### src/rtl/sin_meas_pkg.sv
// sin_meas_pkg: shared types, default widths and threshold helpers for the
// sine-stream measurement block (sin_meas) and its crossing detector (sin_xdet).
package sin_meas_pkg;

  localparam int unsigned DEF_DW       = 8;
  localparam int unsigned DEF_HYST     = 8;
  localparam int unsigned DEF_CNT_W    = 16;
  localparam int unsigned DEF_AVG_LOG2 = 2;
  localparam int unsigned DEF_TIMEOUT  = 65535;

  typedef enum logic [1:0] {
    IDLE = 2'd0,
    ARM  = 2'd1,
    MEAS = 2'd2
  } state_t;

  // Mid-scale code of an offset-binary sample of width dw.
  function automatic int unsigned mid_f(input int unsigned dw);
    return 32'(1) << (dw - 1);
  endfunction

  // Lower hysteresis threshold (arming level).
  function automatic int unsigned lo_f(input int unsigned dw, input int unsigned hyst);
    return mid_f(dw) - hyst;
  endfunction

  // Upper hysteresis threshold (crossing level).
  function automatic int unsigned hi_f(input int unsigned dw, input int unsigned hyst);
    return mid_f(dw) + hyst;
  endfunction

endpackage

### src/rtl/sin_meas_xdet.sv
// sin_xdet: converts the incoming sample to offset-binary and detects rising
// mid-scale crossings with hysteresis.
// Ports:
//   sclk, rst    clock, synchronous active-high reset
//   i_data       raw sample (two's complement when DATA_SIGNED=1)
//   i_valid      sample valid; state only advances on valid samples
//   o_u_c        offset-binary sample (combinational)
//   o_armed      armed flag (set by a sample <= LO)
//   o_xing_c     crossing pulse: valid sample, armed, and sample >= HI
module sin_xdet
  import sin_meas_pkg::*;
#(
  parameter int unsigned DW          = DEF_DW,
  parameter int unsigned DATA_SIGNED = 1,
  parameter int unsigned HYST        = DEF_HYST
) (
  input  logic          sclk,
  input  logic          rst,
  input  logic [DW-1:0] i_data,
  input  logic          i_valid,
  output logic [DW-1:0] o_u_c,
  output logic          o_armed,
  output logic          o_xing_c
);

  localparam logic [DW-1:0] MSB_MASK = DW'(mid_f(DW));
  localparam logic [DW-1:0] LO       = DW'(lo_f(DW, HYST));
  localparam logic [DW-1:0] HI       = DW'(hi_f(DW, HYST));

  logic r_armed;
  logic w_le_lo;
  logic w_ge_hi;

  // Flipping the MSB maps two's complement onto offset-binary.
  assign o_u_c    = (DATA_SIGNED != 0) ? (i_data ^ MSB_MASK) : i_data;
  assign w_le_lo  = (o_u_c <= LO);
  assign w_ge_hi  = (o_u_c >= HI);
  assign o_xing_c = i_valid & r_armed & w_ge_hi;
  assign o_armed  = r_armed;

  // Samples strictly between LO and HI leave the armed flag untouched.
  always_ff @(posedge sclk) begin
    if (rst) begin
      r_armed <= 1'b0;
    end else if (i_valid) begin
      if (w_le_lo)       r_armed <= 1'b1;
      else if (o_xing_c) r_armed <= 1'b0;
    end
  end

endmodule

### src/rtl/sin_meas.sv
// sin_meas: measures average period (in valid samples) and min/max/pk-pk
// amplitude of a sample stream over 2^AVG_LOG2 periods between rising
// mid-scale crossings; reports each result with a one-cycle meas_v strobe.
// Ports:
//   sclk, rst          clock, synchronous active-high reset
//   data_i, data_v     sample and valid strobe
//   period_o           averaged period (window sum >> AVG_LOG2)
//   max_o/min_o        window extremes, offset-binary
//   pkpk_o             max_o - min_o
//   meas_v             one-cycle pulse when the results update
//   lock_o             set on a completed window, cleared on loss of lock
//   timeout_o          sticky loss-of-lock flag, cleared on next window
module sin_meas
  import sin_meas_pkg::*;
#(
  parameter int unsigned DW          = DEF_DW,
  parameter int unsigned DATA_SIGNED = 1,
  parameter int unsigned HYST        = DEF_HYST,
  parameter int unsigned CNT_W       = DEF_CNT_W,
  parameter int unsigned AVG_LOG2    = DEF_AVG_LOG2,
  parameter int unsigned TIMEOUT     = DEF_TIMEOUT
) (
  input  logic             sclk,
  input  logic             rst,
  input  logic [DW-1:0]    data_i,
  input  logic             data_v,
  output logic [CNT_W-1:0] period_o,
  output logic [DW-1:0]    max_o,
  output logic [DW-1:0]    min_o,
  output logic [DW-1:0]    pkpk_o,
  output logic             meas_v,
  output logic             lock_o,
  output logic             timeout_o
);

  localparam int unsigned SUM_W  = CNT_W + AVG_LOG2;
  localparam int unsigned PCNT_W = AVG_LOG2 + 1;
  localparam int unsigned NPER   = 32'(1) << AVG_LOG2;
  localparam logic [DW-1:0] ONES = {DW{1'b1}};

  state_t             r_state;
  logic [CNT_W-1:0]   r_scnt;
  logic [SUM_W-1:0]   r_sum;
  logic [PCNT_W-1:0]  r_pcnt;
  logic [DW-1:0]      r_min;
  logic [DW-1:0]      r_max;
  logic [CNT_W-1:0]   r_period;
  logic [DW-1:0]      r_max_o;
  logic [DW-1:0]      r_min_o;
  logic [DW-1:0]      r_pkpk;
  logic               r_meas_v;
  logic               r_lock;
  logic               r_timeout;

  logic [DW-1:0]      w_u;
  logic               w_armed;
  logic               w_xing;
  logic [CNT_W-1:0]   w_scnt_inc;
  logic [SUM_W-1:0]   w_sum_n;
  logic [PCNT_W-1:0]  w_pcnt_n;
  logic               w_close;
  logic               w_tmo;
  logic [DW-1:0]      w_min_n;
  logic [DW-1:0]      w_max_n;

  sin_xdet #(
    .DW          (DW),
    .DATA_SIGNED (DATA_SIGNED),
    .HYST        (HYST)
  ) u_xdet (
    .sclk     (sclk),
    .rst      (rst),
    .i_data   (data_i),
    .i_valid  (data_v),
    .o_u_c    (w_u),
    .o_armed  (w_armed),
    .o_xing_c (w_xing)
  );

  // Next-value helpers; the current sample is always folded into the trackers.
  assign w_scnt_inc = r_scnt + CNT_W'(1);
  assign w_sum_n    = r_sum + SUM_W'(w_scnt_inc);
  assign w_pcnt_n   = r_pcnt + PCNT_W'(1);
  assign w_close    = (w_pcnt_n == PCNT_W'(NPER));
  assign w_tmo      = (w_scnt_inc == CNT_W'(TIMEOUT));
  assign w_min_n    = (w_u < r_min) ? w_u : r_min;
  assign w_max_n    = (w_u > r_max) ? w_u : r_max;

  assign period_o  = r_period;
  assign max_o     = r_max_o;
  assign min_o     = r_min_o;
  assign pkpk_o    = r_pkpk;
  assign meas_v    = r_meas_v;
  assign lock_o    = r_lock;
  assign timeout_o = r_timeout;

  // Measurement FSM, counters, trackers and result registers.
  always_ff @(posedge sclk) begin
    if (rst) begin
      r_state   <= IDLE;
      r_scnt    <= '0;
      r_sum     <= '0;
      r_pcnt    <= '0;
      r_min     <= ONES;
      r_max     <= '0;
      r_period  <= '0;
      r_max_o   <= '0;
      r_min_o   <= '0;
      r_pkpk    <= '0;
      r_meas_v  <= 1'b0;
      r_lock    <= 1'b0;
      r_timeout <= 1'b0;
    end else begin
      r_meas_v <= 1'b0;
      if (data_v) begin
        case (r_state)
          IDLE: begin
            r_scnt <= '0;
            if (w_armed) r_state <= ARM;
          end
          ARM: begin
            if (w_xing) begin
              r_scnt  <= '0;
              r_sum   <= '0;
              r_pcnt  <= '0;
              r_min   <= ONES;
              r_max   <= '0;
              r_state <= MEAS;
            end else if (r_scnt != CNT_W'(TIMEOUT)) begin
              // Saturate while waiting; no flag is raised before first lock.
              r_scnt <= w_scnt_inc;
            end
          end
          MEAS: begin
            r_scnt <= w_scnt_inc;
            r_min  <= w_min_n;
            r_max  <= w_max_n;
            if (w_xing) begin
              r_scnt <= '0;
              if (w_close) begin
                r_period  <= CNT_W'(w_sum_n >> AVG_LOG2);
                r_max_o   <= w_max_n;
                r_min_o   <= w_min_n;
                r_pkpk    <= w_max_n - w_min_n;
                r_meas_v  <= 1'b1;
                r_lock    <= 1'b1;
                r_timeout <= 1'b0;
                // Closing sample seeds the next window so windows abut.
                r_sum     <= '0;
                r_pcnt    <= '0;
                r_min     <= w_u;
                r_max     <= w_u;
              end else begin
                r_sum  <= w_sum_n;
                r_pcnt <= w_pcnt_n;
              end
            end else if (w_tmo) begin
              r_lock    <= 1'b0;
              r_timeout <= 1'b1;
              r_scnt    <= '0;
              r_state   <= IDLE;
            end
          end
          default: r_state <= IDLE;
        endcase
      end
    end
  end

endmodule
### config.mk
export PLATFORM = sky130hd
export DESIGN_NAME = sin_meas
export DESIGN_NICKNAME = d
export VERILOG_FILES = /design/src/rtl/sin_meas_pkg.sv /design/src/rtl/sin_meas_xdet.sv /design/src/rtl/sin_meas.sv
export SDC_FILE = /design/constraint.sdc
export NUM_CORES = 1
export LEC_CHECK = 0
export BUFFER_PORTS_ARGS = -buffer_cell sky130_fd_sc_hd__buf_2
export CORE_ASPECT_RATIO = 1.1
export CORE_MARGIN = 2
export CORE_UTILIZATION = 54
export CTS_CLUSTER_DIAMETER = 200
export DETAILED_ROUTE_END_ITERATION = 8
export MAX_ROUTING_LAYER = met4
export PLACE_DENSITY = 0.8
export REMOVE_ABC_BUFFERS = 1
export SYNTH_ARGS = -nofsm -noshare
export SYNTH_HDL_FRONTEND = slang
export SYNTH_SLANG_ARGS = --single-unit
export TNS_END_PERCENT = 1
### constraint.sdc
create_clock -name sclk -period 4.3 [get_ports sclk]
set_input_delay 0.86 -clock sclk [delete_from_list [all_inputs] [get_ports sclk]]
set_output_delay 0.86 -clock sclk [all_outputs]
set_load 0.02 [all_outputs]
# After elaboration in Yosys (flattened, before gate mapping)
# Cells that the tools add are included.
[totals] input_bits=11 register_bits=99 out_inout_bits=43 word_cells=90
[classes] n_reduce_logical=13 muxes=37 bitwise_logic=6 n_eq_ne=12 n_lt_le_gt_ge=4 n_addsub=4
[op_table] cell="16-bit two-way mux" count=4
[op_table] cell="8-bit two-way mux" count=8
[op_table] cell="18-bit two-way mux" count=3
[op_table] cell="16-bit case mux with 3 select lines" count=1
[op_table] cell="18-bit case mux with 2 select lines" count=1
[op_table] cell="8-bit case mux with 2 select lines" count=2
[op_table] cell="18-bit by 16-bit adder with 18-bit output" count=1
[op_table] cell="16-bit by 1-bit adder with 16-bit output (second input constant)" count=1
[op_table] cell="16-bit == test (second input constant)" count=1
[op_table] cell="16-bit != test (second input constant)" count=1
[op_table] cell="4-bit AND reduction" count=3
[op_table] cell="1-bit two-way mux" count=9
[op_table] cell="3-bit two-way mux" count=3
[op_table] cell="8-bit >= comparator (second input constant)" count=1
[op_table] cell="8-bit greater-than comparator" count=1
[op_table] cell="8-bit by 7-bit less-or-equal comparator with 1-bit output (second input constant)" count=1
[op_table] cell="8-bit < comparator" count=1
[op_table] cell="2-bit two-way mux" count=4
[op_table] cell="8-bit subtractor" count=1
[op_table] cell="2-bit by 1-bit != test with 1-bit output (second input constant)" count=3
[op_table] cell="2-bit != test (second input constant)" count=3
[op_table] cell="2-bit case mux with 3 select lines" count=1
[op_table] cell="3-bit case mux with 2 select lines" count=1
[op_table] cell="3-bit AND reduction" count=2
[op_table] cell="13 further kinds" count=19

# Logic depth before layout (Yosys ltp)
# Gate-level depths: netlist of the first run.
[logic_depth] word_depth=6 mapped_depth=16

# Hierarchy
# A second synthesis of the first run with hierarchy kept.
[unflattened] cells_unflattened=712 hier_area_um2=5798.1
[modules_own_cells] module="sin_meas" area_each_um2=5667.9 seq_area_each_um2=1961.9 cells_per_inst=694 instances=1
[modules_own_cells] module="sin_xdet" area_each_um2=130.1 seq_area_each_um2=20.0 cells_per_inst=18 instances=1

# Worst setup path after synthesis of the first run
# OpenSTA, ideal clock, no wires.
[synth_timing] path_kind="input to register" startpoint="input port data_i[7]" endpoint="register r_pkpk[7] (netlist: pkpk_o[7])" path_slack_ns=0.050 arrival_ns=4.133 path_stages=15 n_path_buf=0 path_cell_list="inv_1 ha_1 and4_1 a21boi_0 o21ai_2 mux2i_1 inv_1 ha_1 nor2b_1 o21ai_0 nand2b_1 o31a_1 o311a_1 or3_1 a32o_1"
[synth_via] elab_chain_cells=4
[synth_lines] element="from (decl)" line="sin_meas.sv:25" text="input logic [DW-1:0] data_i,"
[synth_lines] element="1-bit NOT (no line)"
[synth_lines] element="8-bit greater-than comparator" line="sin_meas.sv:87" text="assign w_max_n = (w_u > r_max) ? w_u : r_max;"
[synth_lines] element="8-bit two-way mux" line="sin_meas.sv:87"
[synth_lines] element="via w_max_n[1]" line="sin_meas.sv:64" text="logic [DW-1:0] w_max_n;"
[synth_lines] element="8-bit subtractor" line="sin_meas.sv:144" text="r_pkpk <= w_max_n - w_min_n;"
[synth_lines] element="to (signal assigned)" line="sin_meas.sv:144"
[synth_lines] element="to (decl)" line="sin_meas.sv:50" text="logic [DW-1:0] r_pkpk;"
# The timed path passes the listed nets, and every way through them passes these cells.
# A chain may end at the register's enable or synchronous reset.

# Final worst setup path of the first run
[layout_timing] startpoint="input port data_i[1]" endpoint="register r_pkpk[7] (netlist: pkpk_o[7])"
[layout_via] elab_chain_cells=3
[layout_lines] element="8-bit greater-than comparator (tied with other cells)" line="sin_meas.sv:87"
[layout_lines] element="8-bit two-way mux (tied with other cells)" line="sin_meas.sv:87"
[layout_lines] element="8-bit subtractor / 4-bit AND reduction (equally long branches)"
# Parallel ways exist; a longest one is shown, timed or not.

==> results of run 1 <==
==> worst register-to-register path, cell delays in order, from the launching register on <==
cell and delay [ns]:
dfxtp_1 0.38, inv_1 0.07, ha_1 0.30, nor2b_1 0.15
o211ai_2 0.17, a21boi_0 0.17, o21ai_2 0.19, buf_4 0.20
mux2i_1 0.24, inv_1 0.06, ha_1 0.31, o21ai_0 0.09
nand2b_1 0.12, o31a_1 0.27, o311a_1 0.36, or3_1 0.32
a32o_1 0.26
==> power groups by stage <==
stage,logic (mW),clock network [mW],registers [mW]
final,0.159,0.865,0.922
after detailed placement,0.155,0,0.943
after global placement,0.149,0,0.942
after global routing,0.175,0.911,0.921
after floorplan,0.0961,0,0.942
after CTS,0.156,0.878,0.921
==> area by class of cell <==
class / count / area [sq um]
inverter: 41 / 154
clock buffer: 9 / 225
fill: 850 / 3890
sequential: 99 / 1980
clock inverter: 6 / 87.6
tap: 143 / 179
multi-input combinational: 505 / 3500
timing repair buffer: 68 / 378
==> cell families (layout without fill, tap and decap cells) <==
family | count (synthesis) | after routing
buffers and inverters | 69 | 124
AND/OR/NAND/NOR | 220 | 220
adder cells (fa/ha/maj) | 48 | 48
multiplexers | 20 | 20
flip-flops | 99 | 99
AO/OA/AOI/OAI | 180 | 180
XOR/XNOR | 37 | 37
==> worst max path at each step <==
stage / to / slack (ns) / cells past startpoint
floorplan: pkpk_o[7] / 0.05 / 15
global placement: pkpk_o[7] / 0.14 / 16
detailed placement: pkpk_o[7] / 0.004 / 16
CTS: pkpk_o[7] / 0.36 / 16
global route: pkpk_o[7] / 0.1 / 16
finish: pkpk_o[7] / 0.31 / 16
==> layer usage <==
layer | part of all wire, % | wire length [microns] | vias up | GRT usage [%]
met5 | 0 | 0 | - | -
met4 | 2.4 | 327 | 0 | 10.9
met3 | 6.6 | 917 | 29 | 3.61
met2 | 47 | 6550 | 193 | 39.8
met1 | 44 | 6050 | 2447 | 33.6
li1 | - | - | 2484 | -
==> cell usage in the layout, fill, tap and decap left out, types with 4 or more instances in the layout <==
master     count
o22ai_1        9
o21a_1         6
xor2_1        13
nand2_1       67
o21ai_1        6
mux2i_1       19
nor2_1        57
clkbuf_16      9
xnor2_1       24
a21oi_1       38
and3_1         4
a22oi_1       10
nand4_1        9
nor3_1        10
dfxtp_1       99
or3_1          5
nand3b_1       4
nand3_1       19
buf_2         53
o21bai_1       4
buf_4         15
a31oi_1        4
a22o_1        20
nor2b_1        7
ha_1          46
or2_2          5
a211oi_1       8
nand2b_1      12
o21ai_0       42
a21o_1         5
inv_1         41
==> registers in the layout, summed over array words and instances (netlist names), 2 cells and up <==
signal,count
r_sum,18
period_o,16
r_scnt,16
max_o,8
min_o,8
pkpk_o,8
r_max,8
r_min,8
r_pcnt,3
r_state,2
==> per-stage QoR <==
| stage | cells | worst slack [ns] | total power [mW] | hold slack (ns) | cell area (sq um) |
|---|---|---|---|---|---|
| floorplan | 645 | 0.0470 | 1.04 | 0.430 | 5620 |
| global placement | 856 | 0.140 | 1.09 | 0.430 | 6190 |
| detailed placement | 856 | 0.00386 | 1.10 | 0.437 | 6190 |
| CTS | 871 | 0.356 | 1.96 | 0.452 | 6500 |
| global route | 871 | 0.0991 | 2.01 | 0.468 | 6500 |
| finish | 871 | 0.306 | 1.95 | 0.446 | 6500 |
==> results.ini, run 1 <==
[setup_path]
crit_slowest_cell = o311a_1
timing.rr.start = r_max[1]
crit_start = data_i[1]
rrSetupSlack_ns = 0.53
path_class = input port to register
path_delay_family = compound AO/OA/AOI/OAI gates
timing.critical_path.from_type = input port
arrival_ns = 4.24
r2r_end = pkpk_o[7]
end_kind = register
cp_max_fo = 7
worst-path-buf-inv = 3
required_ns = 4.55
crit_top_cell = ha_1
rr_worst_depth = 16
crit_chain = buf_2 -> ha_1 -> nor2b_1 -> o211ai_2 -> a21boi_0 -> o21ai_2 -> buf_4 -> mux2i_1 -> inv_1 -> ha_1 -> o21ai_0 -> nand2b_1 -> o31a_1 -> o311a_1 -> or3_1 -> a32o_1
cp_slowest_stage_delay_ns = 0.36

[die]
floorplan.initialDensity_pct = 55.5
fp.dieArea_sq_um = 11500
coreArea_sq_um = 10400
rows = 39
boundaryPins = 54
die_x_microns = 103
die_y_microns = 112

[global_route]
antenna_found_initial = 0
track_usage_pct = 25.8
grt_max_degree = 38
grt_first_pass_wirelength_mm = 23.1
grt_pass1_vias = 4872
overflow = 0

[synthesis]
post-synth-top-count-cell = dfxtp_1
synth_compound_area_share_pct = 21.1
yosysWarnings = 0
async_reset_ff_share_pct = 0
syn_area_per_cell_sq_um = 8.57
synthTopCellsByArea = dfxtp_1 (34%), ha_1 (10%), nand2_1 (4.4%)
synth_mux_area_share_pct = 3.49
post-synth-top-area-cell = dfxtp_1
yosys.area_share.simple_pct = 19.6
synth_top_family_by_area = compound AO/OA/AOI/OAI gates
synth.yosys.seq_area_share_pct = 34.4
synth_xor_area_share_pct = 5.62
synthAdderAreaFrac_pct = 10.7
synthFlopType = dfxtp_1
synth-seq-cells = 99
synthTopCellsByCount = dfxtp_1 (99), nand2_1 (67), nor2_1 (57), ha_1 (46), o21ai_0 (42)
synthDistinctLibCells = 68
synth_top_area_share_pct = 34.4
synth_cells = 673
synth_edf_count = 0
synthesis.area_sq_um = 5760

[routing]
drt-vias-per-instance = 5.92
wire_per_inst_microns = 15.9
dr.pass1.iters = 6
dr.first_iter.drc_count = 442
routed_wl_mm = 13.8
dr_total_vias = 5153
drc_errors = 0
ant_nets = 0

[sta]
rsz0062_at_grt = false
slew_violations = 0
max_freq_mhz = 250
max_slew.worst_pin.slew_ns = 1.09
finalSetupTns_ns = 0
min_period_over_period_pct = 92.9
setup_viol = 0
relSlewSlack_pct = 27.3
min_period_ns = 3.99
finalClockSkew_ns = 0.00927
hold_viol_final = 0

[placed_design]
hpwlAfterDp_mm = 10.3
place_congestion = 0.960
portBuffers = 53

[power]
p_clk_share_pct = 44.5
p_comb_share_pct = 8.2
ir_drop_mv = 0.157
switchingPower_uw = 455
intPower_mw = 1.49
power.density_nw_per_um2 = 299
netSwitchingFraction_pct = 23.4
seqPwrFrac_pct = 47.4
leakagePower_nw = 2.84

[hold_path]
whs_endpoint = period_o[8]
holdPathStages = 2
hold_path_startpoint = period_o[8]
hold_class = register to register

[cts]
cts_made_buffers = 9
post-cts-setup-buffers = 0
clock_latency_ns = 0.36
ctsRootBufferMaster = clkbuf_16
ctsResizeCount = 0
hold_buffers = 0
clock-sinks = 99
cts_max_level = 3
clkSlewWorstSetupHoldPaths_ns = 0.07
tritoncts = built
cts_buffer_depth = 2

[final_layout]
layout-drive-gt1-share_pct = 14.6
nNetsFinal = 783
fin_util_pct = 62.6
area_growth_pct = 12.8
antenna_cells = 0

[job]
cap_violations = 0

[run_status]
status = completed

No activity file was read; power rests on OpenSTA's default activity.
==> inputs of run 2 (changes only) <==
--- a/config.mk
+++ b/config.mk
@@ -6,13 +6,14 @@
 export NUM_CORES = 1
 export LEC_CHECK = 0
 export BUFFER_PORTS_ARGS = -buffer_cell sky130_fd_sc_hd__buf_2
+export CAP_MARGIN = 20
 export CORE_ASPECT_RATIO = 1.1
 export CORE_MARGIN = 2
 export CORE_UTILIZATION = 54
 export CTS_CLUSTER_DIAMETER = 200
 export DETAILED_ROUTE_END_ITERATION = 8
 export MAX_ROUTING_LAYER = met4
-export PLACE_DENSITY = 0.8
+export PLACE_DENSITY = 0.81
 export REMOVE_ABC_BUFFERS = 1
 export SYNTH_ARGS = -nofsm -noshare
 export SYNTH_HDL_FRONTEND = slang
==> results.ini, run 2 (synthesis gave the netlist of run 1 again) <==
[final_layout]
layout-drive-gt1-share_pct = 14.2  ; was 14.6%
largest_register_ffs = 18  ; unchanged
layout_common_cells = dfxtp_1 (99), nand2_1 (67), nor2_1 (57)  ; unchanged
final_cells = 869  ; was 871
area_growth_pct = 11.7  ; was 12.8%
antenna_cells = 0  ; unchanged
top_register = r_sum  ; unchanged
nNetsFinal = 780  ; was 783
fin_area_sq_um = 6440  ; was 6500 sq um
final_common_cell = dfxtp_1  ; unchanged

[die]
coreArea_sq_um = 10400  ; unchanged
die_y_microns = 112  ; unchanged
fp.dieArea_sq_um = 11500  ; unchanged
floorplan.initialDensity_pct = 55.5  ; unchanged
boundaryPins = 54  ; unchanged
rows = 39  ; unchanged
die_x_microns = 103  ; unchanged

[setup_path]
timing.critical_path.from_type = input port  ; unchanged
worst-path-buf-inv = 3  ; unchanged
cp_max_fo = 8  ; was 7
path_class = input port to register  ; unchanged
crit_slowest_cell = a21boi_0  ; was o311a_1
end_kind = register  ; unchanged
path_delay_family = compound AO/OA/AOI/OAI gates  ; unchanged
required_ns = 4.54  ; was 4.55 ns
crit_top_cell = ha_1  ; unchanged
arrival_ns = 4.29  ; was 4.24 ns
cp_slowest_stage_delay_ns = 0.38  ; was 0.36 ns
crit_chain = buf_2 -> ha_1 -> and4_1 -> a21boi_0 -> o21ai_2 -> buf_4 -> mux2i_1 -> inv_1 -> ha_1 -> o21ai_0 -> nand2b_1 -> o31a_1 -> o311a_1 -> or3_1 -> a32o_1  ; was buf_2 -> ha_1 -> nor2b_1 -> o211ai_2 -> a21boi_0 -> o21ai_2 -> buf_4 -> mux2i_1 -> inv_1 -> ha_1 -> o21ai_0 -> nand2b_1 -> o31a_1 -> o311a_1 -> or3_1 -> a32o_1

[job]
cap_violations = 0  ; unchanged

[placed_design]
pre_cts_ws_ns = -0.00257  ; was 0.00386 ns
hpwlAfterDp_mm = 10.4  ; was 10.3 mm
place_congestion = 0.932  ; was 0.960
post_dp_cell_area_sq_um = 6170  ; was 6190 sq um
portBuffers = 53  ; unchanged
dpl.cell_count = 853  ; was 856

[routing]
routed_wl_mm = 14.0  ; was 13.8 mm
dr_total_vias = 5155  ; was 5153
ant_nets = 0  ; unchanged
drt-vias-per-instance = 5.93  ; was 5.92
dr.pass1.iters = 5  ; was 6
wire_per_inst_microns = 16.1  ; was 15.9 microns
dr.first_iter.drc_count = 432  ; was 442
drc_errors = 0  ; unchanged

[global_route]
grt_pass1_vias = 4963  ; was 4872
antenna_found_initial = 0  ; unchanged
grt_first_pass_wirelength_mm = 23.3  ; was 23.1 mm
track_usage_pct = 25.9  ; was 25.8%
overflow = 0  ; unchanged
grt_max_degree = 52  ; was 38

[sta]
finalClockSkew_ns = 0.00629  ; was 0.00927 ns
min_period_over_period_pct = 94.3  ; was 92.9%
relSlewSlack_pct = 34.3  ; was 27.3%
setup_viol = 0  ; unchanged
slew_violations = 0  ; unchanged
max_slew.worst_pin.slew_ns = 0.982  ; was 1.09 ns
hold_viol_final = 0  ; unchanged
setup_ws_ns = 0.245  ; was 0.306 ns
rsz0062_at_grt = false  ; unchanged
max_freq_mhz = 247  ; was 250 MHz
min_period_ns = 4.06  ; was 3.99 ns

[cts]
hold_buffers = 0  ; unchanged
clock_latency_ns = 0.35  ; was 0.36 ns
clkSlewWorstSetupHoldPaths_ns = 0.07  ; about the same
cts_max_level = 3  ; unchanged
cts_buffer_depth = 2  ; unchanged
tritoncts = built  ; unchanged
clock-sinks = 99  ; unchanged
ctsResizeCount = 0  ; unchanged
ctsRootBufferMaster = clkbuf_16  ; unchanged
cts_made_buffers = 9  ; unchanged
post-cts-setup-buffers = 0  ; unchanged

[power]
total_power_mw = 1.83  ; was 1.95 mW
ir_drop_mv = 0.147  ; was 0.157 mV
power.density_nw_per_um2 = 284  ; was 299 nW/um^2
leakagePower_nw = 2.80  ; was 2.84 nW

[hold_path]
hold_class = register to register  ; unchanged

[run_status]
status = completed  ; unchanged

[run 2: cell count changes in the layout (fill, tap and decap cells not counted), sizes merged]
cell | before | now
inv | 43 | 42
clkinvlp | 0 | 3
buf | 68 | 65
bufinv | 2 | 0
clkbuf | 9 | 10
[run 2: cell type report]
| type | count | area, sq um |
|---|---|---|
| flip-flops and latches | 99 | 1980 |
| fillers | 912 | 3960 |
| repair buffers | 65 | 355 |
| clock buffers | 10 | 229 |
| multi-input cells | 505 | 3500 |
| well taps | 143 | 179 |
| inverters | 41 | 154 |
| clock inverters | 6 | 41.3 |
[run 2: layer usage]
metal  part of all wire, %  track usage, %
met3                   5.3            3.11
met2                    47            41.0
met5                     0               -
met1                    45            33.7
met4                   2.7            9.96
[run 2: worst min-delay path, cell delays in order (launching register included)]
cell and delay (ns):
dfxtp_1 0.32, nand2_1 0.04, o21ai_0 0.05
[run 2: stage by stage]
step	hold slack (ns)	TNS [ns]	utilization (%)
5_1_grt	0.489	0	61.9
4_1_cts	0.453	0	61.9
3_5_place_dp	0.437	-0.00257	59.3
2_1_floorplan	0.430	0	-
6_report	0.451	0	61.9
3_3_place_gp	0.430	0	59.3
[run 2: worst paths after layout]
kind / startpoint / to / slack [ns] / depth (start not counted)
worst max-delay path: data_i[6] / pkpk_o[7] / 0.24 / 15
worst max register to register: r_max[6] / pkpk_o[7] / 0.52 / 15
worst min-delay path: pkpk_o[3] / pkpk_o[3] / 0.45 / 2
worst min register to register: pkpk_o[3] / pkpk_o[3] / 0.45 / 2
[run 2: power breakdown]
part | leakage, nW | total, mW | switching [mW] | internal, mW
Combinational | 1.88 | 0.159 | 0.0968 | 0.0624
Clock | 0.125 | 0.749 | 0.356 | 0.393
Sequential | 0.798 | 0.921 | 0.00246 | 0.919
Total | 2.80 | 1.83 | 0.455 | 1.37
==> inputs of run 3 (changes only) <==
--- a/config.mk
+++ b/config.mk
@@ -13,7 +13,8 @@
 export CTS_CLUSTER_DIAMETER = 200
 export DETAILED_ROUTE_END_ITERATION = 8
 export MAX_ROUTING_LAYER = met4
-export PLACE_DENSITY = 0.81
+export PLACE_DENSITY = 0.76
+export RECOVER_POWER = 50
 export REMOVE_ABC_BUFFERS = 1
 export SYNTH_ARGS = -nofsm -noshare
 export SYNTH_HDL_FRONTEND = slang
==> results.ini, run 3 (synthesis gave the netlist of run 1 again) <==
[power]
leakagePower_nw = 2.63  ; was 2.80 nW
power.density_nw_per_um2 = 303  ; was 284 nW/um^2
total_power_mw = 1.94  ; was 1.83 mW
ir_drop_mv = 0.223  ; was 0.147 mV

[sta]
max_freq_mhz = 250  ; was 247 MHz
finalSetupTns_ns = 0  ; unchanged
rsz0062_at_grt = false  ; unchanged
slew_violations = 21  ; was 0
min_period_ns = 4.01  ; was 4.06 ns
hold_viol_final = 0  ; unchanged
setup_ws_ns = 0.294  ; was 0.245 ns
relSlewSlack_pct = -24.3  ; was 34.3%
max_slew.worst_pin.slew_ns = 1.86  ; was 0.982 ns
min_period_over_period_pct = 93.2  ; was 94.3%
setup_viol = 0  ; unchanged
finalClockSkew_ns = 0.00807  ; was 0.00629 ns

[global_route]
grt_pass1_vias = 4965  ; was 4963
grt_first_pass_wirelength_mm = 23.2  ; was 23.3 mm
overflow = 0  ; unchanged
antenna_found_initial = 0  ; unchanged
grt_max_degree = 52  ; unchanged
track_usage_pct = 25.7  ; was 25.9%

[placed_design]
portBuffers = 53  ; unchanged
place_congestion = 0.901  ; was 0.932
pre_cts_ws_ns = 0.0184  ; was -0.00257 ns
dpl.cell_count = 855  ; was 853
hpwlAfterDp_mm = 9.88  ; was 10.4 mm

[die]
floorplan.initialDensity_pct = 55.5  ; unchanged
rows = 39  ; unchanged
boundaryPins = 54  ; unchanged
die_y_microns = 112  ; unchanged
coreArea_sq_um = 10400  ; unchanged
fp.dieArea_sq_um = 11500  ; unchanged
die_x_microns = 103  ; unchanged

[cts]
clock_latency_ns = 0.35  ; about the same
tritoncts = built  ; unchanged
post-cts-setup-buffers = 0  ; unchanged
clkSlewWorstSetupHoldPaths_ns = 0.06  ; was 0.07 ns
cts_buffer_depth = 2  ; unchanged
cts_made_buffers = 9  ; unchanged
ctsResizeCount = 0  ; unchanged
clock-sinks = 99  ; unchanged
ctsRootBufferMaster = clkbuf_16  ; unchanged
cts_max_level = 3  ; unchanged
hold_buffers = 0  ; unchanged

[final_layout]
largest_register_ffs = 18  ; unchanged
final_common_cell = dfxtp_1  ; unchanged
fin_util_pct = 61.7  ; was 61.9%
final_cells = 871  ; was 869
n_fill_cell = 928  ; was 912
top_register = r_sum  ; unchanged
antenna_cells = 0  ; unchanged
nNetsFinal = 782  ; was 780
layout_common_cells = dfxtp_1 (99), nand2_1 (67), nor2_1 (57)  ; unchanged
layout-drive-gt1-share_pct = 7.42  ; was 14.2%
area_growth_pct = 11.2  ; was 11.7%

[run_status]
status = finished with violations  ; was completed
violations = max-capacitance violations, max-slew violations

[setup_path]
end_kind = register  ; unchanged
required_ns = 4.54  ; about the same
cp_max_fo = 3  ; was 8
timing.critical_path.from_type = input port  ; unchanged
path_class = input port to register  ; unchanged
arrival_ns = 4.25  ; was 4.29 ns

[routing]
routed_wl_mm = 13.9  ; was 14.0 mm
ant_nets = 0  ; unchanged
dr_total_vias = 5078  ; was 5155
drt-vias-per-instance = 5.83  ; was 5.93
dr.pass1.iters = 6  ; was 5
wire_per_inst_microns = 16.0  ; was 16.1 microns
dr.first_iter.drc_count = 285  ; was 432
drc_errors = 0  ; unchanged

[hold_path]
hold_class = register to register  ; unchanged

[job]
cap_violations = 1  ; was 0

run 3: cell count changes in the layout (fill, tap and decap cells not counted), moves of 2 or more:
cell and delta:
buf_2 -43, bufinv_16 +2, clkinv_2 -2, clkbuf_1 +46
clkbuf_4 +2
run 3: worst paths after layout:
check                   end  cells after the start  slack, ns       from
hold reg to reg    max_o[0]                      2       0.45   max_o[0]
setup / recovery  pkpk_o[7]                     16       0.29  data_i[7]
setup reg to reg  pkpk_o[7]                     15       0.56   r_max[7]
hold / removal     max_o[0]                      2       0.45   max_o[0]
run 3: cell type report:
type | instances | area, sq um | share of cell area, %
Clock buffer | 12 | 236 | 3.69
Multi-Input combinational cell | 505 | 3470 | 54.2
Sequential cell | 99 | 1980 | 30.9
Tap cell | 143 | 179 | 2.79
Inverter | 41 | 154 | 2.40
Clock inverter | 4 | 75.1 | 1.17
Timing Repair Buffer | 67 | 313 | 4.88
run 3: routing by layer:
metal  part of all wire, %  wire length (microns)  track usage (%)  up-vias
li1                      -                      -                -     2494
met1                    46                   6380             33.2     2423
met2                    47                   6540             39.5      126
met3                   3.9                    548             3.99       35
met4                   3.1                    431             11.8        0
met5                     0                      0                -        -
run 3: stage by stage:
step	instance area, sq um	hold WS, ns
global route	6410	0.481
global placement	6180	0.429
finish	6410	0.451
detailed placement	6180	0.437
floorplan	5620	0.430
CTS	6490	0.453
run 3: report_power, final:
group / total [mW] / leakage (nW) / switching, mW / internal [mW]
clock: 0.867 / 0.143 / 0.356 / 0.511
combinational: 0.153 / 1.69 / 0.0927 / 0.0599
sequential: 0.921 / 0.798 / 0.00255 / 0.919
total: 1.94 / 2.63 / 0.451 / 1.49
run 3: worst max-delay path, stage by stage:
cell and delay (ns):
buf_2 0.10, inv_1 0.07, ha_1 0.29, and4_1 0.25
a21boi_0 0.31, o21ai_2 0.12, buf_4 0.16, mux2i_1 0.29
ha_1 0.25, nor2b_1 0.06, o21ai_0 0.15, nand2b_1 0.14
o31a_1 0.27, o311a_1 0.36, or3_1 0.31, a32o_1 0.26
